**config.mk**
```make
export PLATFORM = sky130hd
export DESIGN_NAME = ysyx_23060229_lsu_flat
export DESIGN_NICKNAME = d
export VERILOG_FILES = /design/src/rtl/ysyx_23060229_lsu_pkg.sv /design/src/rtl/ysyx_23060229_lsu_if.sv /design/src/rtl/ysyx_23060229_lsu_align.sv /design/src/rtl/ysyx_23060229_lsu.sv /design/src/flat_wrapper.sv
export SDC_FILE = /design/constraint.sdc
export NUM_CORES = 1
export LEC_CHECK = 0
export BUFFER_PORTS_ARGS = -buffer_cell sky130_fd_sc_hd__buf_2
export CAP_MARGIN = 5
export CORE_ASPECT_RATIO = 1.1
export CORE_MARGIN = 4
export CORE_UTILIZATION = 50
export CTS_BUF_LIST = sky130_fd_sc_hd__clkbuf_16
export CTS_CLUSTER_SIZE = 25
export DETAILED_ROUTE_END_ITERATION = 12
export GPL_ROUTABILITY_DRIVEN = 0
export PLACE_DENSITY_LB_ADDON = 0.25
export SETUP_SLACK_MARGIN = 0.05
export SYNTH_ARGS = -nofsm -noshare
export SYNTH_HDL_FRONTEND = slang
export SYNTH_SLANG_ARGS = --single-unit
```
**constraint.sdc**
```tcl
create_clock -name clk -period 3.5 [get_ports clk]
set_input_delay 0.35 -clock clk [delete_from_list [all_inputs] [get_ports clk]]
set_output_delay 0.35 -clock clk [all_outputs]
set_load 0.01 [all_outputs]
```
**src/rtl/ysyx_23060229_lsu_pkg.sv**
```systemverilog
// Shared LSU definitions: op codes (EXU typ encoding), FSM state encoding and
// op-class helper functions.
// Imported by the LSU top and its alignment sub-module.
package ysyx_23060229_lsu_pkg;

  localparam int TYP_W = 6;

  // Op codes follow the EXU typ encoding; only the ones the LSU cares about
  // are named here, everything else is treated as a non-memory op.
  localparam logic [TYP_W-1:0] TYP_ADDI = 6'd1;
  localparam logic [TYP_W-1:0] TYP_LB   = 6'd10;
  localparam logic [TYP_W-1:0] TYP_LH   = 6'd11;
  localparam logic [TYP_W-1:0] TYP_LW   = 6'd12;
  localparam logic [TYP_W-1:0] TYP_LBU  = 6'd13;
  localparam logic [TYP_W-1:0] TYP_LHU  = 6'd14;
  localparam logic [TYP_W-1:0] TYP_SB   = 6'd15;
  localparam logic [TYP_W-1:0] TYP_SH   = 6'd16;
  localparam logic [TYP_W-1:0] TYP_SW   = 6'd17;

  typedef enum logic [1:0] {
    LSU_IDLE = 2'd0,
    LSU_REQ  = 2'd1,
    LSU_RSP  = 2'd2,
    LSU_DONE = 2'd3
  } lsu_state_e;

  function automatic logic is_load(input logic [TYP_W-1:0] typ);
    return (typ == TYP_LB) || (typ == TYP_LH) || (typ == TYP_LW) ||
           (typ == TYP_LBU) || (typ == TYP_LHU);
  endfunction

  function automatic logic is_store(input logic [TYP_W-1:0] typ);
    return (typ == TYP_SB) || (typ == TYP_SH) || (typ == TYP_SW);
  endfunction

  function automatic logic is_mem(input logic [TYP_W-1:0] typ);
    return is_load(typ) || is_store(typ);
  endfunction

endpackage

```
**src/rtl/ysyx_23060229_lsu_if.sv**
```systemverilog
// LSU handshake bundle: upstream op channel, memory req/rsp bus, result channel.
// slave  = the LSU side; master = the core/memory environment driving it.
// Ports: in_* (op offer), mem_req_* / mem_rsp_* (bus), out_* (result).
interface ysyx_23060229_lsu_if;
  logic        in_valid;
  logic        in_ready;
  logic [5:0]  in_typ;
  logic [31:0] in_src1;
  logic [31:0] in_imm;
  logic [31:0] in_wdata;

  logic        mem_req_valid;
  logic        mem_req_ready;
  logic [31:0] mem_req_addr;
  logic        mem_req_wen;
  logic [31:0] mem_req_wdata;
  logic [3:0]  mem_req_wmask;
  logic        mem_rsp_valid;
  logic [31:0] mem_rsp_rdata;

  logic        out_valid;
  logic        out_ready;
  logic [31:0] out_rdata;
  logic        out_err;

  modport slave (
    input  in_valid, in_typ, in_src1, in_imm, in_wdata,
    input  mem_req_ready, mem_rsp_valid, mem_rsp_rdata, out_ready,
    output in_ready, mem_req_valid, mem_req_addr, mem_req_wen,
    output mem_req_wdata, mem_req_wmask, out_valid, out_rdata, out_err
  );

  modport master (
    output in_valid, in_typ, in_src1, in_imm, in_wdata,
    output mem_req_ready, mem_rsp_valid, mem_rsp_rdata, out_ready,
    input  in_ready, mem_req_valid, mem_req_addr, mem_req_wen,
    input  mem_req_wdata, mem_req_wmask, out_valid, out_rdata, out_err
  );
endinterface

```
**src/rtl/ysyx_23060229_lsu_align.sv**
```systemverilog
// Byte-lane alignment for the LSU (purely combinational).
// Ports: off/typ/wdata/rdata in -> wmask, wdata_sh (shifted up to lane),
//        rdata_sh (shifted down to bit 0, upper bits raw), misalign flag.
module ysyx_23060229_lsu_align
  import ysyx_23060229_lsu_pkg::*;
(
  input  logic [1:0]       off,
  input  logic [TYP_W-1:0] typ,
  input  logic [31:0]      wdata,
  input  logic [31:0]      rdata,
  output logic [3:0]       wmask,
  output logic [31:0]      wdata_sh,
  output logic [31:0]      rdata_sh,
  output logic             misalign
);

  assign wdata_sh = wdata << {off, 3'b000};
  assign rdata_sh = rdata >> {off, 3'b000};

  // Loads never drive byte enables; only halfword/word ops can misalign.
  always_comb begin
    wmask    = 4'b0000;
    misalign = 1'b0;
    case (typ)
      TYP_SB:          wmask = 4'b0001 << off;
      TYP_SH: begin
        wmask    = 4'b0011 << off;
        misalign = off[0];
      end
      TYP_SW: begin
        wmask    = 4'b1111;
        misalign = |off;
      end
      TYP_LH, TYP_LHU: misalign = off[0];
      TYP_LW:          misalign = |off;
      default: ;
    endcase
  end

endmodule

```
**src/rtl/ysyx_23060229_lsu.sv**
```systemverilog
// Multi-cycle load/store unit: latches src1+imm on accept, runs one req/rsp
// bus transfer, returns the lane-shifted load word (non-mem ops pass through).
// Ports: clk, rst (sync, active-high), bus (slave modport of ysyx_23060229_lsu_if).
module ysyx_23060229_lsu
  import ysyx_23060229_lsu_pkg::*;
#(
  parameter int TIMEOUT = 256
) (
  input logic                  clk,
  input logic                  rst,
  ysyx_23060229_lsu_if.slave   bus
);

  localparam int CW = (TIMEOUT > 2) ? $clog2(TIMEOUT) : 1;
  localparam logic [CW-1:0] CNT_MAX = CW'(TIMEOUT - 1);

  lsu_state_e  state;
  logic [1:0]  off_q;
  logic [CW-1:0] cnt;

  logic        in_ready_q;
  logic        req_valid_q;
  logic [31:0] req_addr_q;
  logic        req_wen_q;
  logic [31:0] req_wdata_q;
  logic [3:0]  req_wmask_q;
  logic        out_valid_q;
  logic [31:0] out_rdata_q;
  logic        out_err_q;

  logic [31:0] addr_sum;
  logic [1:0]  align_off;
  logic [3:0]  al_wmask;
  logic [31:0] al_wdata;
  logic [31:0] al_rdata;
  logic        al_misalign;

  assign addr_sum = bus.in_src1 + bus.in_imm;
  // Store-side alignment uses the fresh sum at accept; the load-side shift
  // happens later in RSP and must use the latched offset.
  assign align_off = (state == LSU_IDLE) ? addr_sum[1:0] : off_q;

  ysyx_23060229_lsu_align u_align (
    .off      (align_off),
    .typ      (bus.in_typ),
    .wdata    (bus.in_wdata),
    .rdata    (bus.mem_rsp_rdata),
    .wmask    (al_wmask),
    .wdata_sh (al_wdata),
    .rdata_sh (al_rdata),
    .misalign (al_misalign)
  );

  always_ff @(posedge clk) begin
    if (rst) begin
      state       <= LSU_IDLE;
      off_q       <= 2'b00;
      cnt         <= '0;
      in_ready_q  <= 1'b1;
      req_valid_q <= 1'b0;
      req_addr_q  <= 32'h0;
      req_wen_q   <= 1'b0;
      req_wdata_q <= 32'h0;
      req_wmask_q <= 4'h0;
      out_valid_q <= 1'b0;
      out_rdata_q <= 32'h0;
      out_err_q   <= 1'b0;
    end else begin
      unique case (state)
        LSU_IDLE: begin
          if (bus.in_valid && in_ready_q) begin
            in_ready_q  <= 1'b0;
            out_err_q   <= 1'b0;
            out_rdata_q <= 32'h0;
            off_q       <= addr_sum[1:0];
            if (!is_mem(bus.in_typ)) begin
              state       <= LSU_DONE;
              out_valid_q <= 1'b1;
            end else if (al_misalign) begin
              // Misaligned ops never touch the bus.
              state       <= LSU_DONE;
              out_valid_q <= 1'b1;
              out_err_q   <= 1'b1;
            end else begin
              state       <= LSU_REQ;
              cnt         <= '0;
              req_valid_q <= 1'b1;
              req_addr_q  <= {addr_sum[31:2], 2'b00};
              req_wen_q   <= is_store(bus.in_typ);
              req_wdata_q <= is_store(bus.in_typ) ? al_wdata : 32'h0;
              req_wmask_q <= al_wmask;
            end
          end
        end
        LSU_REQ: begin
          if (bus.mem_req_ready) begin
            req_valid_q <= 1'b0;
            cnt         <= '0;
            state       <= LSU_RSP;
          end else if (cnt == CNT_MAX) begin
            req_valid_q <= 1'b0;
            out_err_q   <= 1'b1;
            out_rdata_q <= 32'h0;
            out_valid_q <= 1'b1;
            state       <= LSU_DONE;
          end else begin
            cnt <= cnt + 1'b1;
          end
        end
        LSU_RSP: begin
          // rsp_valid is only looked at here, so an early response that
          // coincides with the request handshake is dropped.
          if (bus.mem_rsp_valid) begin
            out_rdata_q <= req_wen_q ? 32'h0 : al_rdata;
            out_valid_q <= 1'b1;
            state       <= LSU_DONE;
          end else if (cnt == CNT_MAX) begin
            out_err_q   <= 1'b1;
            out_rdata_q <= 32'h0;
            out_valid_q <= 1'b1;
            state       <= LSU_DONE;
          end else begin
            cnt <= cnt + 1'b1;
          end
        end
        LSU_DONE: begin
          if (bus.out_ready) begin
            out_valid_q <= 1'b0;
            in_ready_q  <= 1'b1;
            state       <= LSU_IDLE;
          end
        end
        default: state <= LSU_IDLE;
      endcase
    end
  end

  assign bus.in_ready      = in_ready_q;
  assign bus.mem_req_valid = req_valid_q;
  assign bus.mem_req_addr  = req_addr_q;
  assign bus.mem_req_wen   = req_wen_q;
  assign bus.mem_req_wdata = req_wdata_q;
  assign bus.mem_req_wmask = req_wmask_q;
  assign bus.out_valid     = out_valid_q;
  assign bus.out_rdata     = out_rdata_q;
  assign bus.out_err       = out_err_q;

endmodule
```
**src/flat_wrapper.sv**
```systemverilog
// flat-port wrapper written by rule: the top's interface ports become plain ports
module ysyx_23060229_lsu_flat import ysyx_23060229_lsu_pkg::*;
#(
  parameter int TIMEOUT = 256
)
  (clk, rst, bus_in_valid, bus_in_typ, bus_in_src1, bus_in_imm, bus_in_wdata, bus_mem_req_ready, bus_mem_rsp_valid, bus_mem_rsp_rdata, bus_out_ready, bus_in_ready, bus_mem_req_valid, bus_mem_req_addr, bus_mem_req_wen, bus_mem_req_wdata, bus_mem_req_wmask, bus_out_valid, bus_out_rdata, bus_out_err);
  ysyx_23060229_lsu_if bus_i ();
  input logic clk;
  input logic rst;
  input wire logic [$bits(bus_i.in_valid)-1:0] bus_in_valid;
  input wire logic [$bits(bus_i.in_typ)-1:0] bus_in_typ;
  input wire logic [$bits(bus_i.in_src1)-1:0] bus_in_src1;
  input wire logic [$bits(bus_i.in_imm)-1:0] bus_in_imm;
  input wire logic [$bits(bus_i.in_wdata)-1:0] bus_in_wdata;
  input wire logic [$bits(bus_i.mem_req_ready)-1:0] bus_mem_req_ready;
  input wire logic [$bits(bus_i.mem_rsp_valid)-1:0] bus_mem_rsp_valid;
  input wire logic [$bits(bus_i.mem_rsp_rdata)-1:0] bus_mem_rsp_rdata;
  input wire logic [$bits(bus_i.out_ready)-1:0] bus_out_ready;
  output wire logic [$bits(bus_i.in_ready)-1:0] bus_in_ready;
  output wire logic [$bits(bus_i.mem_req_valid)-1:0] bus_mem_req_valid;
  output wire logic [$bits(bus_i.mem_req_addr)-1:0] bus_mem_req_addr;
  output wire logic [$bits(bus_i.mem_req_wen)-1:0] bus_mem_req_wen;
  output wire logic [$bits(bus_i.mem_req_wdata)-1:0] bus_mem_req_wdata;
  output wire logic [$bits(bus_i.mem_req_wmask)-1:0] bus_mem_req_wmask;
  output wire logic [$bits(bus_i.out_valid)-1:0] bus_out_valid;
  output wire logic [$bits(bus_i.out_rdata)-1:0] bus_out_rdata;
  output wire logic [$bits(bus_i.out_err)-1:0] bus_out_err;
  assign bus_i.in_valid = bus_in_valid;
  assign bus_i.in_typ = bus_in_typ;
  assign bus_i.in_src1 = bus_in_src1;
  assign bus_i.in_imm = bus_in_imm;
  assign bus_i.in_wdata = bus_in_wdata;
  assign bus_i.mem_req_ready = bus_mem_req_ready;
  assign bus_i.mem_rsp_valid = bus_mem_rsp_valid;
  assign bus_i.mem_rsp_rdata = bus_mem_rsp_rdata;
  assign bus_i.out_ready = bus_out_ready;
  assign bus_in_ready = bus_i.in_ready;
  assign bus_mem_req_valid = bus_i.mem_req_valid;
  assign bus_mem_req_addr = bus_i.mem_req_addr;
  assign bus_mem_req_wen = bus_i.mem_req_wen;
  assign bus_mem_req_wdata = bus_i.mem_req_wdata;
  assign bus_mem_req_wmask = bus_i.mem_req_wmask;
  assign bus_out_valid = bus_i.out_valid;
  assign bus_out_rdata = bus_i.out_rdata;
  assign bus_out_err = bus_i.out_err;
  ysyx_23060229_lsu #(.TIMEOUT(TIMEOUT)) u_core (.clk(clk), .rst(rst), .bus(bus_i));
endmodule
```
==> metrics.txt, run 1 <==
# TYPE chip_impl_metric gauge
chip_impl_metric{name="track_usage",unit="%"} 27.38
chip_impl_metric{name="post-dp-hpwl",unit="mm"} 17.16
chip_impl_metric{name="grt-ovfl-total",unit=""} 0
chip_impl_metric{name="synthDistinctLibCells",unit=""} 72
chip_impl_metric{name="cts_buffers",unit=""} 17
chip_impl_metric{name="drv.max_cap_violation_count",unit=""} 0
chip_impl_metric{name="io_pins",unit=""} 245
chip_impl_metric{name="grt_max_degree",unit=""} 75
chip_impl_metric{name="layout-drive-gt1-share",unit="%"} 25.77
chip_impl_metric{name="post_synth_inst_count",unit=""} 966
chip_impl_metric{name="synth_warnings",unit=""} 0
chip_impl_metric{name="design.final.nets",unit=""} 1361
chip_impl_metric{name="port_buffers",unit=""} 242
chip_impl_metric{name="initial_util",unit="%"} 50.83
chip_impl_info{name="yosys-top-cells-count",value="nand2_1, dfxtp_1, a21oi_1"} 1
chip_impl_metric{name="post-route-min-period",unit="ns"} 2.866
chip_impl_info{name="postSynth.topFlopCell",value="dfxtp_1"} 1
chip_impl_metric{name="power.static_leakage",unit="nW"} 4.079
chip_impl_metric{name="final.period_utilization",unit="%"} 81.90
chip_impl_metric{name="iteration_count_of_the_initial_detailed_routing_pass",unit=""} 5
chip_impl_metric{name="critPathArrivalTime",unit="ns"} 3.21
chip_impl_metric{name="ant_nets",unit=""} 0
chip_impl_metric{name="worst-endpoint-required",unit="ns"} 3.84
chip_impl_metric{name="slew_headroom",unit="%"} 43.99
chip_impl_metric{name="grt_first_pass_wirelength",unit="mm"} 36.69
chip_impl_metric{name="floorplan.die.height",unit="um"} 134.6
chip_impl_metric{name="width_of_the_die",unit="um"} 123.1
chip_impl_metric{name="achievable-frequency",unit="MHz"} 348.9
chip_impl_metric{name="htree_levels",unit=""} 4
chip_impl_metric{name="postSynth.asyncResetShare",unit="%"} 0
chip_impl_metric{name="crit_fanout",unit=""} 22
chip_impl_info{name="critPathKind",value="flop to flop"} 1
chip_impl_info{name="endpoint_kind",value="flop"} 1
chip_impl_metric{name="clk_latency",unit="ns"} 0.42
chip_impl_metric{name="rows",unit=""} 46
chip_impl_metric{name="peakVddDrop",unit="mV"} 0.3533
chip_impl_metric{name="setup_violations",unit=""} 0
chip_impl_metric{name="cts_sinks",unit=""} 115
chip_impl_metric{name="grt_pass1_vias",unit=""} 7488
chip_impl_metric{name="cts_buffer_depth",unit=""} 2
chip_impl_metric{name="synthToLayoutAreaGrowth",unit="%"} 25.44
chip_impl_info{name="synth.largest_area_cell",value="dfxtp_1"} 1
chip_impl_metric{name="worst_clock_skew",unit="ns"} 0.009668
chip_impl_info{name="rsz0062_at_grt",value="false"} 1
chip_impl_info{name="status",value="finished, final reports clean"} 1
chip_impl_metric{name="final-max-slew-violation-count",unit=""} 0
chip_impl_metric{name="route.vias.total",unit=""} 7870
chip_impl_info{name="post_synth_main_area_contributors",value="dfxtp_1, nand2_1, a21oi_1"} 1
chip_impl_metric{name="synth-edff-count",unit=""} 0
chip_impl_metric{name="pwr_density_cell",unit="nW/um2"} 530.7
chip_impl_metric{name="holdBufCountCts",unit=""} 0
chip_impl_metric{name="fill_cells",unit=""} 1287
chip_impl_metric{name="detail_routed_net_length_per_standard_cell",unit="um"} 16.60
chip_impl_metric{name="avgSynthCellArea",unit="um2"} 7.541
chip_impl_metric{name="fin_area",unit="um2"} 9138
chip_impl_metric{name="final_wirelength",unit="mm"} 23.04
chip_impl_metric{name="antenna_found_initial",unit=""} 1
chip_impl_metric{name="clk_pin_slew",unit="ns"} 0.06
chip_impl_metric{name="finalHoldViolCount",unit=""} 0
chip_impl_metric{name="drt_first_iter_violations",unit=""} 562
chip_impl_metric{name="setup_buffers_after_cts",unit=""} 0
chip_impl_metric{name="timing.setup.tns",unit="ns"} 0
chip_impl_metric{name="detail_route.drc_violations",unit=""} 0
chip_impl_info{name="most_common_cell_in_the_synthesized_netlist",value="nand2_1"} 1
chip_impl_metric{name="tightest_slew",unit="ns"} 0.8402
chip_impl_metric{name="yosys.area.top_type_share",unit="%"} 31.60
chip_impl_metric{name="fp.dieArea",unit="um2"} 16570
chip_impl_info{name="tritoncts",value="built"} 1
chip_impl_metric{name="synth-seq-cells",unit=""} 115
chip_impl_metric{name="avgViaCountPerCell",unit=""} 5.670
chip_impl_info{name="worstHoldPathType",value="primary input to flop"} 1
chip_impl_metric{name="synth-seq-area-share",unit="%"} 31.60
chip_impl_info{name="clock_tree.root_cell",value="clkbuf_16"} 1
chip_impl_metric{name="synth_area",unit="um2"} 7284
chip_impl_metric{name="place_area",unit="um2"} 8586
chip_impl_metric{name="post_cts_gate_resize_count",unit=""} 0
chip_impl_metric{name="core_area",unit="um2"} 14330
chip_impl_info{name="startpoint_type",value="flop"} 1
==> stage by stage <==
step | std cells | hold slack (ns) | setup WS [ns] | util [%] | total power [mW]
global placement | 1356 | 0.4365 | 0.6153 | 59.91 | 3.217
finish | 1388 | 0.2062 | 0.6336 | 63.76 | 4.849
CTS | 1387 | 0.1923 | 0.6249 | 63.74 | 4.862
floorplan | 967 | 0.4462 | 1.044 | - | 2.720
global route | 1388 | 0.1988 | 0.4040 | 63.76 | 5.131
detailed placement | 1356 | 0.4408 | 0.5253 | 59.91 | 3.232
==> state kept, by name, indices dropped and copies added (netlist names) <==
register	flops
u_core.bus.out_rdata	32
u_core.off_q	2
u_core.bus.mem_req_wdata	32
u_core.bus.in_ready	1
u_core.bus.mem_req_addr	30
u_core.bus.mem_req_wen	1
u_core.cnt	8
u_core.bus.mem_req_valid	1
u_core.bus.out_err	1
u_core.state	2
u_core.bus.mem_req_wmask	4
u_core.bus.out_valid	1
==> report_power, final <==
part / internal, mW / switching [mW] / leakage [nW]
Clock: 1.02 / 0.596 / 0.274
Combinational: 0.660 / 1.14 / 2.88
Sequential: 1.37 / 0.0508 / 0.928
Total: 3.06 / 1.79 / 4.08
==> final cells by class <==
cell class	count	area, um2	share of cell area, %
multi-input cells	778	4664	51.05
repair buffers	257	1326	14.51
inverters	14	52.55	0.5751
clock inverters	14	123.9	1.356
well taps	192	240.2	2.629
clock buffers	17	425.4	4.656
diodes	1	2.502	0.02739
flip-flops and latches	115	2302	25.20
==> kinds of logic (layout without fill, tap and decap cells) <==
family | count (synthesis) | in the layout | synth area share [%]
AOI/OAI and AO/OA | 284 | 284 | 25.27
xor gates and xnor gates | 25 | 25 | 3.006
adders and majority gates | 38 | 38 | 6.630
buffers and inverters | 74 | 302 | 4.758
DFF | 115 | 115 | 31.60
muxes | 31 | 31 | 4.346
other | 1 | 3 | 0.05148
and+or+nand+nor | 398 | 398 | 24.34
==> critical path, cell delays in order, from the launching register on <==
cell and delay (ns):
dfxtp_1 0.35, inv_1 0.12, ha_1 0.49, mux2_2 0.44, a22oi_2 0.27, nand3_2 0.39, buf_4 0.36, a211o_1 0.25
a21oi_1 0.14
==> path summary, 6_finish.rpt <==
path	start	endpoint	slack (ns)	cells after the start
max	u_core.state[1]	u_core.bus.mem_req_wdata[11]	0.63	8
min	bus_mem_rsp_rdata[28]	u_core.bus.out_rdata[28]	0.21	3
max reg2reg	u_core.state[1]	u_core.bus.mem_req_wdata[11]	0.63	8
min reg2reg	u_core.bus.mem_req_wdata[23]	u_core.bus.mem_req_wdata[23]	0.45	2
==> metal layers <==
metal	wire (um)	GRT usage (%)	vias to the layer above
met5	0	0	-
li1	-	-	3899
met4	595	10.34	0
met3	2296	8.504	44
met1	9405	33.82	3579
met2	10740	44.67	348
==> cell usage in the layout, fill, tap and decap left out, types with 7 or more instances in the layout <==
cell type	Yosys	final
a21o_1	11	11
nand2_1	181	181
nor2b_1	7	7
a211o_1	7	7
clkbuf_16	0	17
a31oi_1	11	11
and3_1	14	14
a22oi_1	19	19
a21oi_1	111	111
inv_1	13	15
mux2i_1	28	27
nand3_1	51	51
buf_4	7	16
and2_1	7	7
a211oi_1	13	13
ha_1	37	37
nor3_1	16	16
nor2_1	89	89
xnor2_1	14	14
a32oi_1	7	7
o21ai_0	47	47
buf_2	10	241
dfxtp_1	115	115
nand4_1	9	9
xor2_1	11	11
No activity file was read; power rests on OpenSTA's default activity.
==> run 2, diff against run 1 <==
==> constraint.sdc (replaced) <==
create_clock -name clk -period 2.86 [get_ports clk]
set_input_delay 0.286 -clock clk [delete_from_list [all_inputs] [get_ports clk]]
set_output_delay 0.286 -clock clk [all_outputs]
set_load 0.01 [all_outputs]
==> run 2 against run 1 <==
Compared with the run above:
- worst hold slack lost 0.060 ns
- core utilization grew 1.6 points
- non-clock buffer count grew 13
- sequential share of layout area shrank 0.61 points
- sequential power grew 23%
- clock power grew 41%
- critical path depth grew 2
- count of clock-buffer cells in the layout is the same
- register-to-register slack lost 0.35 ns
- critical endpoint is now u_core.bus.mem_req_addr[2]
- final cell count grew 1.0%
==> metrics.txt, run 2 (synthesis results as in run 1) <==
# TYPE chip_impl_metric gauge
chip_impl_info{name="critPathKind",value="flop to flop"} 1
chip_impl_metric{name="finish.utilization",unit="%"} 65.33
chip_impl_metric{name="combinational_fraction_of_design_power",unit="%"} 36.6
chip_impl_metric{name="cts_buffers",unit=""} 17
chip_impl_metric{name="internal_power",unit="mW"} 4.037
chip_impl_metric{name="antenna_found_initial",unit=""} 1
chip_impl_info{name="worstHoldPathType",value="primary input to flop"} 1
chip_impl_metric{name="pwr_density_cell",unit="nW/um2"} 677.3
chip_impl_metric{name="fin_area",unit="um2"} 9363
chip_impl_metric{name="iteration_count_of_the_initial_detailed_routing_pass",unit=""} 5
chip_impl_info{name="endpoint_kind",value="flop"} 1
chip_impl_metric{name="detail_routed_net_length_per_standard_cell",unit="um"} 16.52
chip_impl_metric{name="setup.reg_to_reg.worst_slack",unit="ns"} 0.29
chip_impl_metric{name="post-dp-hpwl",unit="mm"} 17.19
chip_impl_metric{name="achievable-frequency",unit="MHz"} 388.4
chip_impl_metric{name="core_area",unit="um2"} 14330
chip_impl_metric{name="design.final.nets",unit=""} 1374
chip_impl_metric{name="detail_route.drc_violations",unit=""} 0
chip_impl_metric{name="clk_pin_slew",unit="ns"} 0.06
chip_impl_metric{name="holdBufCountCts",unit=""} 0
chip_impl_info{name="crit_path_start",value="u_core.state[1]"} 1
chip_impl_metric{name="fill_cells",unit=""} 1330
chip_impl_info{name="worst_setup_path_endpoint",value="u_core.bus.mem_req_addr[2]"} 1
chip_impl_metric{name="grt_pass1_vias",unit=""} 7615
chip_impl_info{name="rsz0062_at_grt",value="false"} 1
chip_impl_metric{name="initial_util",unit="%"} 50.83
chip_impl_metric{name="multi_input_area",unit="um2"} 4674
chip_impl_metric{name="htree_levels",unit=""} 4
chip_impl_metric{name="width_of_the_die",unit="um"} 123.1
chip_impl_metric{name="crit_fanout",unit=""} 23
chip_impl_info{name="tritoncts",value="built"} 1
chip_impl_metric{name="place_worst_setup_slack",unit="ns"} 0.06518
chip_impl_metric{name="slew_headroom",unit="%"} 50.16
chip_impl_info{name="status",value="finished, final reports clean"} 1
chip_impl_metric{name="final-max-slew-violation-count",unit=""} 0
chip_impl_metric{name="fp.dieArea",unit="um2"} 16570
chip_impl_metric{name="rows",unit=""} 46
chip_impl_metric{name="peakVddDrop",unit="mV"} 0.4239
chip_impl_metric{name="total_switching_power",unit="mW"} 2.304
chip_impl_metric{name="timing.setup.tns",unit="ns"} 0
chip_impl_metric{name="post-route-min-period",unit="ns"} 2.575
chip_impl_metric{name="floorplan.die.height",unit="um"} 134.6
chip_impl_metric{name="layout-drive-gt1-share",unit="%"} 26.96
chip_impl_metric{name="finalHoldViolCount",unit=""} 0
chip_impl_metric{name="power.static_leakage",unit="nW"} 4.179
chip_impl_metric{name="r2r.worst_path.cells",unit=""} 10
chip_impl_metric{name="cts_sinks",unit=""} 115
chip_impl_metric{name="place_area",unit="um2"} 8721
chip_impl_metric{name="final_cells",unit=""} 1402
chip_impl_metric{name="ant_nets",unit=""} 0
chip_impl_metric{name="worst-endpoint-required",unit="ns"} 3.19
chip_impl_metric{name="synthToLayoutAreaGrowth",unit="%"} 28.53
chip_impl_metric{name="power_frac_seq",unit="%"} 27.4
chip_impl_metric{name="tightest_slew",unit="ns"} 0.7461
chip_impl_metric{name="avgViaCountPerCell",unit=""} 5.704
chip_impl_metric{name="grt_first_pass_wirelength",unit="mm"} 36.77
chip_impl_info{name="final_cell_mix",value="buf_2, nand2_1, dfxtp_1"} 1
chip_impl_metric{name="io_pins",unit=""} 245
chip_impl_metric{name="drv.max_cap_violation_count",unit=""} 0
chip_impl_metric{name="port_buffers",unit=""} 242
chip_impl_metric{name="track_usage",unit="%"} 27.37
chip_impl_info{name="startpoint_type",value="flop"} 1
chip_impl_metric{name="register_area",unit="um2"} 2302
chip_impl_metric{name="final_wirelength",unit="mm"} 23.16
chip_impl_metric{name="grt_max_degree",unit=""} 56
chip_impl_info{name="worst_r2r_startpoint",value="u_core.state[1]"} 1
chip_impl_metric{name="cts_buffer_depth",unit=""} 2
chip_impl_info{name="rr_endpoint",value="u_core.bus.mem_req_addr[2]"} 1
chip_impl_metric{name="switching_share",unit="%"} 36.34
chip_impl_metric{name="route.vias.total",unit=""} 7997
chip_impl_metric{name="worst_clock_skew",unit="ns"} 0.008213
chip_impl_metric{name="drt_first_iter_violations",unit=""} 668
chip_impl_metric{name="final.period_utilization",unit="%"} 90.03
chip_impl_info{name="mostFrequentLayoutCell",value="buf_2"} 1
chip_impl_metric{name="grt-ovfl-total",unit=""} 0
chip_impl_metric{name="relative_contribution_of_the_clock_network_to_total_power",unit="%"} 36.0
chip_impl_metric{name="clk_latency",unit="ns"} 0.42
chip_impl_info{name="clock_tree.root_cell",value="clkbuf_16"} 1
chip_impl_metric{name="timing.final.ws_setup",unit="ns"} 0.2851
chip_impl_metric{name="setup_violations",unit=""} 0
chip_impl_metric{name="critPathArrivalTime",unit="ns"} 2.90
chip_impl_metric{name="dp_cells",unit=""} 1369
==> run 2: stage by stage <==
step,hold WS [ns],total power [mW]
2_1_floorplan,0.4343,3.328
3_3_place_gp,0.4358,4.014
3_5_place_dp,0.4430,4.041
4_1_cts,0.1320,6.335
5_1_grt,0.1460,6.684
6_report,0.1458,6.341
==> run 2: power by group through the flow <==
| stage | Combinational, mW | Clock [mW] | Sequential, mW |
|---|---|---|---|
| floorplan | 1.54 | 0 | 1.79 |
| global placement | 2.24 | 0 | 1.77 |
| detailed placement | 2.27 | 0 | 1.77 |
| CTS | 2.29 | 2.31 | 1.74 |
| global route | 2.55 | 2.39 | 1.75 |
| finish | 2.32 | 2.28 | 1.74 |
==> run 2: what timing repair did <==
action                                  in CTS  in global routing
resized for setup                            0                  2
endpoints found under the setup margin       0                 15
buffers inserted                             0                  0
==> run 2: metal layers <==
metal	vias up	routed length (um)	global-route usage, %
met5	-	13	0
met4	2	570	9.108
met3	53	2105	8.085
met2	367	10950	45.58
met1	3644	9526	33.79
li1	3931	-	-
==> run 2: how the worst min path moves through the flow <==
stage	startpoint	to	slack, ns	cells past startpoint
floorplan	bus_mem_rsp_rdata[24]	u_core.bus.out_rdata[24]	0.43	2
finish	bus_in_wdata[2]	u_core.bus.mem_req_wdata[2]	0.15	3
global route	bus_in_wdata[2]	u_core.bus.mem_req_wdata[2]	0.15	3
CTS	bus_in_wdata[2]	u_core.bus.mem_req_wdata[2]	0.13	3
global placement	u_core.bus.mem_req_addr[8]	u_core.bus.mem_req_addr[8]	0.44	2
detailed placement	u_core.bus.mem_req_addr[21]	u_core.bus.mem_req_addr[21]	0.44	2
==> run 2: final cells by class <==
cell class | count | area share [%]
multi-input cells | 778 | 49.93
flip-flops and latches | 115 | 24.59
repair buffers | 270 | 15.61
clock buffers | 17 | 4.544
well taps | 192 | 2.566
clock inverters | 15 | 2.178
inverters | 14 | 0.5613
diodes | 1 | 0.02673
==> run 2: worst max-delay path, cell delays in order, from the launching register on <==
cell and delay [ns]:
dfxtp_1 0.35, inv_1 0.12, ha_2 0.30, buf_4 0.17, mux2i_4 0.22, nand2_1 0.10, a22oi_2 0.25, and3_4 0.38
buf_4 0.31, nor2_1 0.06, a211oi_1 0.21
==> run 3, diff against run 2 <==
--- a/config.mk
+++ b/config.mk
@@ -5,14 +5,14 @@
 export SDC_FILE = /design/constraint.sdc
 export NUM_CORES = 1
 export LEC_CHECK = 0
-export BUFFER_PORTS_ARGS = -buffer_cell sky130_fd_sc_hd__buf_2
 export CAP_MARGIN = 5
-export CORE_ASPECT_RATIO = 1.1
+export CORE_ASPECT_RATIO = 1.25
 export CORE_MARGIN = 4
 export CORE_UTILIZATION = 50
 export CTS_BUF_LIST = sky130_fd_sc_hd__clkbuf_16
 export CTS_CLUSTER_SIZE = 25
 export DETAILED_ROUTE_END_ITERATION = 12
+export DONT_BUFFER_PORTS = 1
 export GPL_ROUTABILITY_DRIVEN = 0
 export PLACE_DENSITY_LB_ADDON = 0.25
 export SETUP_SLACK_MARGIN = 0.05
==> run 3 against run 2 <==
Compared with the run above:
- register-to-register slack worse by 0.03 ns
- clock skew increased by 0.0048 ns
- combinational power shrank 9.9%
- flip-flop and latch count stayed put
- core utilization decreased by 9.4 points
- total power shrank 7.8%
- die area about the same
- final cell count decreased by 19%
- sequential power rose by 2%
- global-route usage decreased by 1.1 points
- clock power is 13% lower
- critical path depth shrank 1
- highest routed layer is now met4
==> metrics.txt, run 3 (synthesis results as in run 1) <==
# TYPE chip_impl_metric gauge
chip_impl_metric{name="worst_clock_skew",unit="ns"} 0.01305
chip_impl_metric{name="fp.dieArea",unit="um2"} 16580
chip_impl_metric{name="post-route-min-period",unit="ns"} 2.603
chip_impl_metric{name="antenna_found_initial",unit=""} 0
chip_impl_metric{name="multi_input_area",unit="um2"} 4669
chip_impl_metric{name="path_buf_inv",unit=""} 2
chip_impl_metric{name="grt-ovfl-total",unit=""} 0
chip_impl_metric{name="post-dp-hpwl",unit="mm"} 16.51
chip_impl_metric{name="final.period_utilization",unit="%"} 91.02
chip_impl_metric{name="worst-endpoint-required",unit="ns"} 3.14
chip_impl_metric{name="tightest_slew",unit="ns"} 0.7666
chip_impl_metric{name="clk_pin_slew",unit="ns"} 0.07
chip_impl_info{name="final_cell_mix",value="nand2_1, dfxtp_1, a21oi_1"} 1
chip_impl_metric{name="grt_first_pass_wirelength",unit="mm"} 35.00
chip_impl_metric{name="peakVddDrop",unit="mV"} 0.3489
chip_impl_metric{name="avgViaCountPerCell",unit=""} 6.200
chip_impl_metric{name="setup_buffers_after_cts",unit=""} 0
chip_impl_metric{name="grt_max_degree",unit=""} 106
chip_impl_metric{name="slew_headroom",unit="%"} 48.79
chip_impl_metric{name="htree_levels",unit=""} 4
chip_impl_metric{name="cts_buffers",unit=""} 17
chip_impl_metric{name="detail_routed_net_length_per_standard_cell",unit="um"} 19.58
chip_impl_metric{name="width_of_the_die",unit="um"} 116.0
chip_impl_metric{name="design.final.nets",unit=""} 1129
chip_impl_info{name="startpoint_type",value="flop"} 1
chip_impl_metric{name="critPathArrivalTime",unit="ns"} 2.88
chip_impl_metric{name="synthToLayoutAreaGrowth",unit="%"} 10.22
chip_impl_metric{name="final_wirelength",unit="mm"} 22.36
chip_impl_metric{name="register_area",unit="um2"} 2302
chip_impl_metric{name="core_area",unit="um2"} 14350
chip_impl_metric{name="floorplan.die.height",unit="um"} 143.0
chip_impl_metric{name="achievable-frequency",unit="MHz"} 384.1
chip_impl_metric{name="track_usage",unit="%"} 26.24
chip_impl_metric{name="cts_sinks",unit=""} 115
chip_impl_metric{name="clk_latency",unit="ns"} 0.41
chip_impl_info{name="timing.critical_path.cells",value="inv_1, ha_2, mux2_2, a22oi_2, and3_4, buf_4, o22ai_1, a2bb2oi_1, nor2_1"} 1
chip_impl_info{name="timing.critical_path.slowest_stage_cell",value="mux2_2"} 1
chip_impl_info{name="endpoint_kind",value="flop"} 1
chip_impl_metric{name="setup.reg_to_reg.worst_slack",unit="ns"} 0.26
chip_impl_metric{name="finalHoldViolCount",unit=""} 0
chip_impl_metric{name="timing.setup.tns",unit="ns"} 0
chip_impl_metric{name="io_pins",unit=""} 245
chip_impl_metric{name="critical-path-max-stage-delay",unit="ns"} 0.48
chip_impl_metric{name="route.vias.total",unit=""} 7080
chip_impl_info{name="mostFrequentLayoutCell",value="nand2_1"} 1
chip_impl_metric{name="fill_cells",unit=""} 1408
chip_impl_info{name="cp_top_family",value="compound AO/OA/AOI/OAI gates"} 1
chip_impl_metric{name="final-max-slew-violation-count",unit=""} 0
chip_impl_info{name="critPathKind",value="flop to flop"} 1
chip_impl_metric{name="cts_buffer_depth",unit=""} 2
chip_impl_metric{name="drv.max_cap_violation_count",unit=""} 0
chip_impl_metric{name="initial_util",unit="%"} 50.78
chip_impl_metric{name="setup_violations",unit=""} 0
chip_impl_metric{name="iteration_count_of_the_initial_detailed_routing_pass",unit=""} 5
chip_impl_metric{name="num_antenna_cells",unit=""} 0
chip_impl_metric{name="ant_nets",unit=""} 0
chip_impl_info{name="worstHoldPathType",value="primary input to flop"} 1
chip_impl_metric{name="port_buffers",unit=""} 0
chip_impl_info{name="rsz0062_at_grt",value="false"} 1
chip_impl_metric{name="crit_fanout",unit=""} 19
chip_impl_metric{name="rows",unit=""} 49
chip_impl_metric{name="layout-drive-gt1-share",unit="%"} 8.402
chip_impl_metric{name="drt_first_iter_violations",unit=""} 461
chip_impl_info{name="status",value="finished, final reports clean"} 1
chip_impl_metric{name="power.static_leakage",unit="nW"} 3.017
chip_impl_info{name="clock_tree.root_cell",value="clkbuf_16"} 1
chip_impl_info{name="tritoncts",value="built"} 1
chip_impl_metric{name="final.hold.worst_slack",unit="ns"} 0.02109
chip_impl_metric{name="grt_pass1_vias",unit=""} 6650
chip_impl_metric{name="pwr_density_cell",unit="nW/um2"} 728.4
chip_impl_metric{name="detail_route.drc_violations",unit=""} 0
## run 3: cell types whose count changed in the layout (fill, tap and decap cells not counted), sizes merged
| cell | change |
|---|---|
| bufinv | -4 |
| buf | -245 |
| inv | +4 |
| diode | -1 |
## run 3: power breakdown
part	internal (mW)	switching, mW
Sequential	1.68	0.101
Clock	1.13	0.854
Combinational	0.769	1.32
Total	3.58	2.27
## run 3: stage by stage
stage               area (um2)  utilization [%]  setup WS (ns)  power [mW]  cells
floorplan                 7288                -         0.4678       3.328    967
global placement          7447            51.91         0.1396       3.828   1109
detailed placement        7447            51.91        0.07927       3.840   1109
CTS                       8026            55.95         0.1059       5.863   1142
global route              8029            55.97        0.09951       6.189   1142
finish                    8029            55.97         0.2568       5.848   1142
## run 3: worst register-to-register path, delay by kind of cell, from the launching register on
kind	cells	cell delay [ns]
AO/OA/AOI/OAI	3	0.54
multiplexers	1	0.48
AND/OR/NAND/NOR	2	0.44
adder cells (fa/ha/maj)	1	0.35
flip-flops	1	0.34
buffers and inverters	2	0.33
## run 3: area by class of cell
class	count	share of cell area [%]
well taps	178	2.774
clock buffers	17	5.298
repair buffers	25	2.899
inverters	14	0.6545
multi-input cells	778	58.16
flip-flops and latches	115	28.67
clock inverters	15	1.543
## run 3: what timing repair did
action,CTS,global route
endpoints found under the setup margin,1,22
gates resized for setup,1,1
hold buffers,1,0
endpoints found under the hold margin,105,0
## run 3: layer usage
metal	GRT usage [%]	up-vias	share of wire [%]
li1	-	3451	-
met1	31.96	3290	39
met4	7.269	0	1.8
met2	44.56	309	50
met5	0	-	0
met3	8.181	30	9.3
## run 3: final timing paths
check / startpoint / end / cells past startpoint
worst max-delay path: u_core.state[0] / u_core.bus.mem_req_valid / 9
worst min-delay path: bus_in_wdata[2] / u_core.bus.mem_req_wdata[2] / 2
worst max register to register: u_core.state[0] / u_core.bus.mem_req_valid / 9
worst min register to register: u_core.bus.mem_req_addr[10] / u_core.bus.mem_req_addr[10] / 2
